$ cat src/rtl/ad_buf_reader.sv
// ---------------------------------------------------------------------------
// ad_buf_reader
//
// Read side of the AD capture path. Once the capture writer has filled the
// sample RAM, a single start pulse launches one read pass over every address
// from 0 to DEPTH-1, in order. Each sample goes downstream (UART/display path)
// over a valid/ready handshake. While the samples stream past, the block also
// works out two results for the pass:
//   - the cable-fault echo: the first address at or beyond the blanking window
//     whose sample is >= the threshold latched at start
//   - the peak sample value and the address where it first occurs
//
// Handshake (sample_out / sample_addr / sample_valid / sample_ready):
//   A transfer happens on a rising clk_30M edge where sample_valid and
//   sample_ready are both high. Once sample_valid is raised, sample_out and
//   sample_addr stay unchanged until that transfer happens. sample_valid is
//   never withdrawn without a transfer. sample_ready may be high before
//   sample_valid. While sample_valid is low, sample_ready is ignored.
//
// Ports:
//   clk_30M       in   system clock, shared with the capture path
//   sys_rst_n     in   asynchronous active-low reset
//   start         in   one-cycle pulse: capture complete, begin a read pass
//   thresh        in   echo threshold, latched when start is accepted
//   ram_rd_en     out  RAM read enable (one cycle per sample)
//   addr_rd       out  RAM read address
//   ram_rd_data   in   RAM read data, valid RD_LAT cycles after ram_rd_en
//   sample_out    out  streamed sample
//   sample_addr   out  address of sample_out
//   sample_valid  out  sample_out / sample_addr valid
//   sample_ready  in   downstream accepts the sample
//   busy          out  read pass in progress
//   done          out  one-cycle pulse when the pass completes
//   echo_found    out  an echo was detected in the last pass
//   echo_addr     out  address of the first echo sample
//   peak_val      out  largest sample of the last pass
//   peak_addr     out  earliest address holding peak_val
//   fsm_state     out  debug view of the sequencer state (encoding below)
// ---------------------------------------------------------------------------
module ad_buf_reader #(
    parameter int ADDR_W = 9,  // RAM address width, depth = 2**ADDR_W
    parameter int DATA_W = 8,  // sample width
    parameter int RD_LAT = 1,  // RAM read latency in cycles (1 or 2)
    parameter int BLANK  = 8   // leading addresses that can never be an echo
) (
    input  logic              clk_30M,
    input  logic              sys_rst_n,
    input  logic              start,
    input  logic [DATA_W-1:0] thresh,
    output logic              ram_rd_en,
    output logic [ADDR_W-1:0] addr_rd,
    input  logic [DATA_W-1:0] ram_rd_data,
    output logic [DATA_W-1:0] sample_out,
    output logic [ADDR_W-1:0] sample_addr,
    output logic              sample_valid,
    input  logic              sample_ready,
    output logic              busy,
    output logic              done,
    output logic              echo_found,
    output logic [ADDR_W-1:0] echo_addr,
    output logic [DATA_W-1:0] peak_val,
    output logic [ADDR_W-1:0] peak_addr,
    output logic [2:0]        fsm_state
);

    // Sequencer states. The encoding is visible on fsm_state.
    typedef enum logic [2:0] {
        S_IDLE    = 3'd0,  // waiting for start
        S_FETCH   = 3'd1,  // issue one RAM read
        S_WAIT    = 3'd2,  // wait for the RAM read latency
        S_PRESENT = 3'd3,  // offer the sample until accepted
        S_DONE    = 3'd4   // one-cycle completion pulse
    } state_t;

    // The latency counter is loaded with RD_LAT and the sample is captured
    // when it reaches 1, so the wait lasts exactly RD_LAT cycles.
    localparam logic [1:0]        LAT_INIT  = 2'(RD_LAT);
    localparam logic [ADDR_W-1:0] LAST_ADDR = {ADDR_W{1'b1}};
    localparam logic [ADDR_W-1:0] BLANK_A   = ADDR_W'(BLANK);

    state_t              state;
    state_t              state_nxt;

    logic [ADDR_W-1:0]   rd_cnt;     // address of the sample being handled
    logic [1:0]          lat_cnt;    // remaining RAM latency cycles
    logic [DATA_W-1:0]   thresh_q;   // threshold latched at accepted start

    logic                handshake;  // sample transfer on this edge
    logic                lat_done;   // RAM data is valid on this cycle
    logic                last_addr;  // presented sample is the final one
    logic                new_peak;   // accepted sample becomes the peak
    logic                new_echo;   // accepted sample is the first echo

    // -----------------------------------------------------------------------
    // Condition decode
    // -----------------------------------------------------------------------
    always_comb begin
        handshake = 1'b0;
        lat_done  = 1'b0;
        last_addr = 1'b0;
        new_peak  = 1'b0;
        new_echo  = 1'b0;

        // sample_valid is only ever high in S_PRESENT, so ready with valid
        // low has no effect here.
        handshake = sample_valid && sample_ready;
        lat_done  = (lat_cnt == 2'd1);
        last_addr = (sample_addr == LAST_ADDR);

        // Address 0 always seeds the peak, so results from an earlier pass
        // can never leak in. A strict greater-than keeps the earliest address
        // when values tie.
        new_peak = (sample_out > peak_val) || (sample_addr == '0);

        // The first crossing wins. Later crossings are ignored once
        // echo_found is set. The transmit pulse region is excluded.
        new_echo = !echo_found && (sample_addr >= BLANK_A) &&
                   (sample_out >= thresh_q);
    end

    // -----------------------------------------------------------------------
    // State register
    // -----------------------------------------------------------------------
    always_ff @(posedge clk_30M or negedge sys_rst_n) begin
        if (!sys_rst_n) begin
            state <= S_IDLE;
        end else begin
            state <= state_nxt;
        end
    end

    // -----------------------------------------------------------------------
    // Next-state and Moore outputs
    // -----------------------------------------------------------------------
    always_comb begin
        state_nxt = state;
        ram_rd_en = 1'b0;
        busy      = 1'b0;
        done      = 1'b0;

        case (state)
            S_IDLE: begin
                // start is only looked at here. A start while busy, or in
                // the same cycle as done, is dropped.
                if (start) begin
                    state_nxt = S_FETCH;
                end
            end
            S_FETCH: begin
                ram_rd_en = 1'b1;
                busy      = 1'b1;
                state_nxt = S_WAIT;
            end
            S_WAIT: begin
                busy = 1'b1;
                if (lat_done) begin
                    state_nxt = S_PRESENT;
                end
            end
            S_PRESENT: begin
                busy = 1'b1;
                if (handshake) begin
                    state_nxt = last_addr ? S_DONE : S_FETCH;
                end
            end
            S_DONE: begin
                // busy stays high through the done cycle. It is low from
                // the next cycle, when the block is back in S_IDLE.
                busy      = 1'b1;
                done      = 1'b1;
                state_nxt = S_IDLE;
            end
            default: begin
                state_nxt = S_IDLE;
            end
        endcase
    end

    // The counter only moves after a transfer, so the read address and the
    // presented address always agree.
    assign addr_rd   = rd_cnt;
    assign fsm_state = state;

    // -----------------------------------------------------------------------
    // Datapath: address/latency counters, sample register, pass results
    // -----------------------------------------------------------------------
    always_ff @(posedge clk_30M or negedge sys_rst_n) begin
        if (!sys_rst_n) begin
            rd_cnt       <= '0;
            lat_cnt      <= '0;
            thresh_q     <= '0;
            sample_out   <= '0;
            sample_addr  <= '0;
            sample_valid <= 1'b0;
            echo_found   <= 1'b0;
            echo_addr    <= '0;
            peak_val     <= '0;
            peak_addr    <= '0;
        end else begin
            case (state)
                S_IDLE: begin
                    // Results of the previous pass stay visible until a new
                    // pass really starts.
                    if (start) begin
                        thresh_q   <= thresh;
                        rd_cnt     <= '0;
                        echo_found <= 1'b0;
                        echo_addr  <= '0;
                        peak_val   <= '0;
                        peak_addr  <= '0;
                    end
                end
                S_FETCH: begin
                    lat_cnt <= LAT_INIT;
                end
                S_WAIT: begin
                    if (lat_done) begin
                        sample_out   <= ram_rd_data;
                        sample_addr  <= rd_cnt;
                        sample_valid <= 1'b1;
                    end else begin
                        lat_cnt <= lat_cnt - 2'd1;
                    end
                end
                S_PRESENT: begin
                    if (handshake) begin
                        sample_valid <= 1'b0;
                        if (new_peak) begin
                            peak_val  <= sample_out;
                            peak_addr <= sample_addr;
                        end
                        if (new_echo) begin
                            echo_found <= 1'b1;
                            echo_addr  <= sample_addr;
                        end
                        // The pass ends at the last address. The counter is
                        // never allowed to wrap.
                        if (!last_addr) begin
                            rd_cnt <= rd_cnt + 1'b1;
                        end
                    end
                end
                default: begin
                end
            endcase
        end
    end

endmodule

$ cat config.mk
export PLATFORM = sky130hd
export DESIGN_NAME = ad_buf_reader
export DESIGN_NICKNAME = d
export VERILOG_FILES = /design/src/rtl/ad_buf_reader.sv
export SDC_FILE = /design/constraint.sdc
export NUM_CORES = 1
export LEC_CHECK = 0
export ABC_CLOCK_PERIOD_IN_PS = 2800
export CAP_MARGIN = 25
export CORE_MARGIN = 8
export CORE_UTILIZATION = 35
export CTS_CLUSTER_DIAMETER = 40
export DETAILED_ROUTE_END_ITERATION = 10
export HOLD_SLACK_MARGIN = 0.06
export PLACE_DENSITY = 0.71
export SLEW_MARGIN = 20
export SYNTH_ARGS = -nofsm -noshare
export SYNTH_HDL_FRONTEND = slang
export SYNTH_SLANG_ARGS = --single-unit
$ cat constraint.sdc
create_clock -name clk_30M -period 2.8 [get_ports clk_30M]
set_clock_uncertainty 0.05 [all_clocks]
set_input_delay 0.56 -clock clk_30M [delete_from_list [all_inputs] [get_ports clk_30M]]
set_output_delay 0.56 -clock clk_30M [all_outputs]
set_load 0.02 [all_outputs]
After elaboration in Yosys (flattened, before gate mapping)

Index checks and enable logic that the tools add are counted.

Register bits after elaboration: 67
Input bits: 20
Word-level logic and storage cells: 79

Add/sub/neg operators: 2
Magnitude comparators: 3
Eq/ne operators: 13
Muxes and demuxes: 31
Reductions and logical operators: 19

Operators by type and width:

| kind                                                                                | count |
|---|---|
| 9-bit two-way mux                                                                   | 7 |
| 9-bit case mux with 2 select lines                                                  | 3 |
| 8-bit two-way mux                                                                   | 3 |
| 8-bit case mux with 2 select lines                                                  | 1 |
| 2-bit inequality test, second input constant                                        | 7 |
| 3-bit two-way mux                                                                   | 4 |
| 3-bit case mux with 4 select lines                                                  | 1 |
| 4-bit AND reduction                                                                 | 3 |
| 9-bit by 1-bit adder with 9-bit output, second input constant                       | 1 |
| 9-bit == test, second input constant                                                | 1 |
| 9-bit by 4-bit greater-or-equal comparator with 1-bit output, second input constant | 1 |
| 9-bit logical NOT                                                                   | 1 |
| 8-bit greater-or-equal comparator                                                   | 1 |
| 8-bit greater-than comparator                                                       | 1 |
| 1-bit two-way mux                                                                   | 8 |
| 3-bit by 2-bit == test with 1-bit output, second input constant                     | 2 |
| 2-bit AND reduction                                                                 | 3 |
| 3-bit AND reduction                                                                 | 2 |
| 2-bit nonzero test                                                                  | 3 |
| 1-bit case mux with 2 select lines                                                  | 2 |
| 2-bit case mux with 2 select lines                                                  | 1 |
| 4-bit OR reduction                                                                  | 1 |
| 3-bit by 1-bit == test with 1-bit output, second input constant                     | 1 |
| 3-bit == test, second input constant                                                | 1 |
| other kinds (7)                                                                     | 9 |

Depth between registers and ports, before layout

Word-level depth: 6
Depth in mapped cells: 9
Gate-level depth less buffers: 8

Worst setup path after synthesis

OpenSTA, ideal clock, no wires.

Path type: register to register
From: register sample_out[1]
To: register peak_addr[3]
Arrival: 1.870 ns
Slack: 0.747 ns
Cell stages (with the launch flop): 8
Buffers on the path: 1
Cell sequence: dfrtp_1 -> ha_1 -> nor2b_1 -> o211ai_1 -> a211oi_1 -> o31ai_2 -> clkbuf_1 -> o21ai_0

Cells in the longest elaborated chain, start to end: 4

Ends and longest elaborated chain:

| element                         | line | source |
|---|---|---|
| start: declaration              | 53   | `output logic [DATA_W-1:0] sample_out,` |
| start signal: assignment        | 218  | `sample_out <= ram_rd_data;` |
| 8-bit greater-than comparator   | 113  | `new_peak = (sample_out > peak_val) \|\| (sample_addr == '0);` |
| 1-bit logical OR                | 113  |  |
| 2-bit inequality test (no line) | --   |  |
| 4-bit AND reduction (no line)   | --   |  |
| end signal: assignment          | 230  | `peak_addr <= sample_addr;` |
| end: declaration                | 62   | `output logic [ADDR_W-1:0] peak_addr,` |

Every way passes these cells.
A chain may end at the register's enable or synchronous reset.

Worst setup path in the final report

From: register state[1] (netlist: fsm_state[1])
To: output busy

Cells in the longest elaborated chain, start to end: 3
Elaborated cells on any way between the ends: 6
Those cells by class: eq/ne (4); mux (1); reduce/logical (1)

Ends and longest elaborated chain:

| element                                                          | line | source |
|---|---|---|
| start: declaration                                               | 81   | `state_t state;` |
| start signal: assignment                                         | 128  | `state <= state_nxt;` |
| 3-bit by 2-bit == test with 1-bit output (tied with other cells) | 141  | `case (state)` |
| 4-bit OR reduction (no line) *                                   | --   |  |
| 1-bit two-way mux *                                              | 141  |  |
| end: declaration                                                 | 57   | `output logic busy,` |

Every way passes the cells marked *; elsewhere a longest branch is shown, timed or not.

==> impl_results.md <==
* Status: finished clean
* Register area at between 1500 and 2000 sq um
* Detail Route Antenna Nets at 0
* Switch share at approximately 41%
* Leakage Power at around 2.0 nW
* Antenna Cells at 0
* Worst-Skew Late Latency at 340 ps
* Via/cell ratio at between 5 and 6
* Crit path cell chain: buf_4, nor2_1, xnor2_1, clkdlybuf4s50_1
* Seq/Total Area, Yosys at between 50% and 60%
* Peak per-stage delay on the critical path at 620 ps
* Critical path endpoint category: primary output
* Grt ovf at 0
* DP Cell Count at about 500
* Worst-path clk slew at about 80 ps
* CP delay by family, top: buffers and inverters
* Wire per inst at 15.9 um
* Postcts setup bufs at 0
* Fillers at 820
* PwrDens at roughly 1000 nW/um^2
* Data required, critical path at ~2200 ps
* Mapped Nets at about 350
* Worst path slowest cell: clkdlybuf4s50_1
* Unrepaired setup endpoints after global routing: false
* Die X at ~110 um
* Fin. Hold Viols at 0
* Vias in the first global route at between 2k and 3k
* Antenna violations before repair at 0
* Peak supply drop at between 0.0004 and 0.0005 V
* Worst Setup Start Kind: flop
* Post-synthesis adder-cell area fraction at roughly 7%
* Drt first-iter violations at between 100 and 150
* Multiplexer share of the synthesized area at about 5.6%
* Pre-CTS setup slack at 119 ps
* Rows at 35
* Endpoints failing setup at 0
* XOR/XNOR Fraction of Synth Area at around 2.2%
* Avg Cell Area, Syn at 10.4 sq um
* # port buffers at 79
* Critical path data arrival time at 1940 ps
* Vias post-DR at 2616
* Wirelength, routed at between 8 and 9 mm
* # IOs at 80
* Slew Limit Headroom at around 55%
* Placer Congestion at 0.785
* Fin area at approximately 4400 sq um
* HPWL Detailed at approximately 6.0 mm
* Overall routing resource usage at ~14%
* Post-synthesis simple-gate area fraction at between 10% and 20%
* Total power at roughly 4.6 mW
* Tcrit/Tclk final at 91.1%
* CTS tree: built
* Max clock buf depth at 2
* Overall die height at between 100 and 150 um
* CTS buffer count at 9
* Layout cell share with drive strength beyond 1 at between 10% and 20%
* Root buf cell: clkbuf_8
* Slew Limit Fails at 0
* Combinational share of power at 47.8%
* Top FF cell, synth: dfrtp_1
* Max-cap viol count at 0
* Largest net degree at the start of global routing at 68
* Mapped Cells at 310
* Residual DRC at 0
* Yosys reg bits at between 60 and 70
* Initial core utilization at between 30% and 40%
* EDFF count, synth at 0
* Min-Delay Path Class: in2async
* Synthesized area at approximately 3200 sq um
* Post-CTS Hold Fix Bufs at 0
* WS Path Type: reg2out
* Nets at about 440
* H-tree levels at 3
* Core footprint at 9060 sq um
* Die area at 12500 sq um
* Multi-input logic area at around 1400 sq um
* Cell Count, Final, Fillers Out at ~520
* Internal power at between 2 and 3 mW
* Post-DP Area at 4200 sq um
* Count of different cell masters after synthesis at 44
* Setup TNS at 0 ps
* CP bufs+invs at 2
* Synth async-reset ratio at between 90% and 100%
* CP max FO at 12
* First-pass GRT wire length at approximately 14 mm
* Min cycle time layout at 2550 ps
* Switch Pwr at 1.87 mW
* Clk sinks at 67
* Largest family of logic cells by synthesized area: simple AND/OR/NAND/NOR gates
* Fmax at roughly 0.4 GHz
* Sequential share of power at about a third
* Post-cts resize count at 0
* Drt first pass iters at 4
* Clock share of power at between 10% and 20%
* Setup ws final at around 250 ps
* Area Growth Syn to Fin at 36.8%
* Pin slew with the least headroom to its limit at around 670 ps
* Synth Area in Compound Gates at a little over an eighth
* Synth warn at 0
## final timing paths
kind                       slack [ps]  cells past startpoint          start            to
min                               160                      2      sys_rst_n   thresh_q[1]
max                               250                      4   fsm_state[1]          busy
min in group clk_30M              430                      2   peak_addr[5]  peak_addr[5]
max in group asynchronous        2230                      2      sys_rst_n   peak_val[7]
min reg2reg                       430                      2   peak_addr[5]  peak_addr[5]
max reg2reg                       410                      8  sample_out[0]  echo_addr[3]
## routing by layer
layer	global-route usage (%)	vias to the layer above	routed length, um
met4	5.29	0	129
met2	22.4	55	4030
li1	-	1262	-
met3	4.27	9	431
met1	16.5	1290	3610
met5	0	-	0
## registers in the layout, indices dropped and copies added (netlist names)
signal and count:
addr_rd 9, echo_addr 9, peak_addr 9, sample_addr 9
peak_val 8, sample_out 8, thresh_q 8, fsm_state 3
lat_cnt 2, echo_found 1, sample_valid 1
## power groups by stage
| stage | sequential [mW] | combinational, mW | clock [mW] |
|---|---|---|---|
| 6_report | 1.59 | 2.20 | 0.820 |
| 5_1_grt | 1.64 | 2.46 | 0.879 |
| 4_1_cts | 1.60 | 2.23 | 0.836 |
| 3_5_place_dp | 1.61 | 2.22 | 0 |
| 3_3_place_gp | 1.60 | 2.16 | 0 |
| 2_1_floorplan | 1.81 | 1.08 | 0 |
## cell usage in the layout, fill, tap and decap left out, drive strengths merged, types with 2 or more instances in the layout
cell type,instances
clkdlybuf4s50,78
dfrtp,67
nand2,54
o21ai,32
ha,18
inv,18
nor2,17
mux2,16
buf,12
a21oi,10
nand3,9
a22o,9
clkbuf,9
nor2b,5
xor2,5
a21o,5
nand4,4
nor3,4
xnor2,3
clkinvlp,3
nor3b,2
and2,2
nor4b,2
nand3b,2
nand2b,2
nor4,2
o31ai,2
## cells in the mapped netlist, types with 2 or more instances
| cell type | instances | share of area [%] |
|---|---|---|
| clkbuf_1 | 5 | 0.58 |
| xnor2_1 | 3 | 0.82 |
| a22o_1 | 9 | 2.4 |
| and2_1 | 2 | 0.39 |
| dfrtp_1 | 67 | 52 |
| nor2b_1 | 5 | 0.97 |
| nand2_1 | 54 | 6.3 |
| nand3_1 | 9 | 1.4 |
| o21ai_0 | 29 | 4.5 |
| nand3b_1 | 2 | 0.47 |
| inv_1 | 16 | 1.9 |
| nor3b_1 | 2 | 0.47 |
| o21ai_1 | 3 | 0.47 |
| ha_1 | 18 | 7.0 |
| nor3_2 | 2 | 0.62 |
| mux2_2 | 16 | 5.6 |
| a21oi_1 | 10 | 1.6 |
| nand2b_1 | 2 | 0.39 |
| nor2_1 | 17 | 2.0 |
| xor2_1 | 5 | 1.4 |
| nor3_1 | 2 | 0.31 |
| a21o_1 | 4 | 0.93 |
| buf_2 | 4 | 0.62 |
| nand4_1 | 4 | 0.78 |
## area by class of cell
| type | instances | area share [%] |
|---|---|---|
| clock buffers | 9 | 2.81 |
| repair buffers | 90 | 20.1 |
| well taps | 111 | 3.15 |
| clock inverters | 7 | 1.70 |
| flip-flops and latches | 67 | 38.1 |
| inverters | 16 | 1.36 |
| multi-input cells | 216 | 32.8 |
## per-stage QoR
stage / utilization (%) / hold slack, ps
after floorplan: - / 214
after CTS: 48.5 / 181
after detailed placement: 46.3 / 417
after global placement: 46.3 / 414
after global routing: 48.6 / 183
final: 48.6 / 164
## logic make-up (layout without fill, tap and decap cells)
logic type	count (synthesis)	count (layout)
flops	67	67
mux	16	16
simple gates	107	107
compound gates	67	67
fa+ha+maj	18	18
buf+inv	27	122
xor+xnor	8	8
Power figures use the tool's default switching activity.
==> patch: new RTL, config.mk and constraints unchanged <==
Add an input register stage for `thresh`; this delays it by one clock. The other inputs are not delayed to match.
--- a/src/rtl/ad_buf_reader.sv
+++ b/src/rtl/ad_buf_reader.sv
@@ -78,6 +78,12 @@
     localparam logic [ADDR_W-1:0] LAST_ADDR = {ADDR_W{1'b1}};
     localparam logic [ADDR_W-1:0] BLANK_A   = ADDR_W'(BLANK);
 
+    logic [DATA_W-1:0] thresh_r;
+
+    always_ff @(posedge clk_30M) begin
+        thresh_r <= thresh;
+    end
+
     state_t              state;
     state_t              state_nxt;
 
@@ -202,7 +208,7 @@
                     // Results of the previous pass stay visible until a new
                     // pass really starts.
                     if (start) begin
-                        thresh_q   <= thresh;
+                        thresh_q   <= thresh_r;
                         rd_cnt     <= '0;
                         echo_found <= 1'b0;
                         echo_addr  <= '0;
Behaviour: same outputs for any inputs over 10 cycles, from zero or initial values and one cycle with sys_rst_n low; that may be too few to reach the edited logic, so the function may still have changed.
==> patch against the unedited design <==
Area after synthesis rose by 2.8%; final cell count down 5.6%; first-iteration DRC count fell by 11%; final area grew 1.3%; wire length grew 2.3%; setup slack got worse by 5.4 ps; sequential cell count increased by 8; power decreased by 8.5%; via count down 4.2%; maximum frequency down 0.21%; register-to-register slack got worse by 60 ps; largest cell class unchanged.
==> patch: results (changes against the unedited design) <==
area of the multi-input gates=1359 µm² (-6.1%); register area share after synthesis=55.48% (+3.4 points); multi-input gates=180 (-17%); Vias=2506 (-4.2%); Seq pwr share=38.8% (+4.3 points); most instantiated cells after synthesis=dfrtp_1 (67), a22o_1 (27), nand2_1 (19); M1 wire length=3833 µm (+6.1%); Place WS=289.4 ps (+170.4 ps); DP Cell Count=470 (-5.8%); met3 Use GR=4.153% (-0.12 points); clock sinks=75 (+12%); synth top area cells=dfrtp_1 (51%), a22o_1 (7.1%), ha_1 (6.8%); clk_lat worst skew=360 ps (+20 ps); Synth cell types=42 (-4.5%); wire per inst=17.22 µm (+8.4%); Worst Path Max Fanout=16 (+4); Post-Synth Adder-Cell Area=6.803% (-0.19 points); sequential cell area share=41.16% (+3.1 points); nets=409 (-6.6%); area post-placement=4253 µm² (+1.4%); NonClk Buf Share=19.23% (-0.85 points); status=finished clean; placed wire-length estimate=6119 µm (+1.2%); Syn Inst Count=282 (-9.0%); post-synthesis mux area share=6.122% (+0.53 points); vias in the first global route=2561 (-6.2%); Worst VDD drop=0.0003188 V (-25%); routability cong.=0.7718 (-1.7%); met1 Track Usage GR=17.29% (+0.82 points); M2 GR Usage=21.55% (-0.83 points); GRT Total Usage=13.65% (-0.048 points); FFs w/ async S/R, synth=89.33% (-11 points); net count after synthesis=320 (-8.0%); Gate power share=41.4% (-6.4 points); switching pwr=1.587 mW (-15%); Signal buffers=87 (-3.3%); inverters=18 (+2); Synth Area in Compound Gates=14.44% (+1.2 points); final-layout fill cell count=852 (+3.9%); fraction of area in multi-input gates=30.45% (-2.4 points); Via-to-Cell Ratio=5.146 (+1.5%); share of layout cells above drive strength 1=11.17% (-1.7 points); LEAKAGE=2.000 nW (+2.3%); largest net degree at the start of global routing=28 (-59%); Int Power=2.634 mW (-3.9%); Post-Synth XOR/XNOR Area=2.116% (-0.060 points); first-pass GRT wire length=13770 µm (-0.65%)
patch: cell count changes after synthesis, moves of 3 or more:
cell     unedited run  this run
nand2_1            54        19
o21ai_0            29         9
a22o_1              9        27
dfxtp_1             0         8
mux2_1              0         8
o21ai_1             3        10
mux2_2             16        10
nand3_1             9         3
nand4_1             4         9
nor2b_1             5         2
patch: path summary, 6_finish.rpt:
| path | from | endpoint | slack [ps] | depth (start not counted) |
|---|---|---|---|---|
| min in group clk_30M | thresh_r[2] | thresh_q[2] | 380 | 2 |
| min reg2reg | thresh_r[2] | thresh_q[2] | 380 | 2 |
| max in group asynchronous | sys_rst_n | echo_addr[7] | 1850 | 2 |
| max reg2reg | sample_out[0] | echo_addr[5] | 350 | 9 |
| max | fsm_state[0] | busy | 240 | 3 |
| min | sys_rst_n | sample_out[3] | 190 | 1 |
patch: worst max-delay path: stages (launching register included):
cell and delay [ps]:
dfrtp_1 560, nor2_1 270, xnor2_1 140, clkdlybuf4s50_1 620
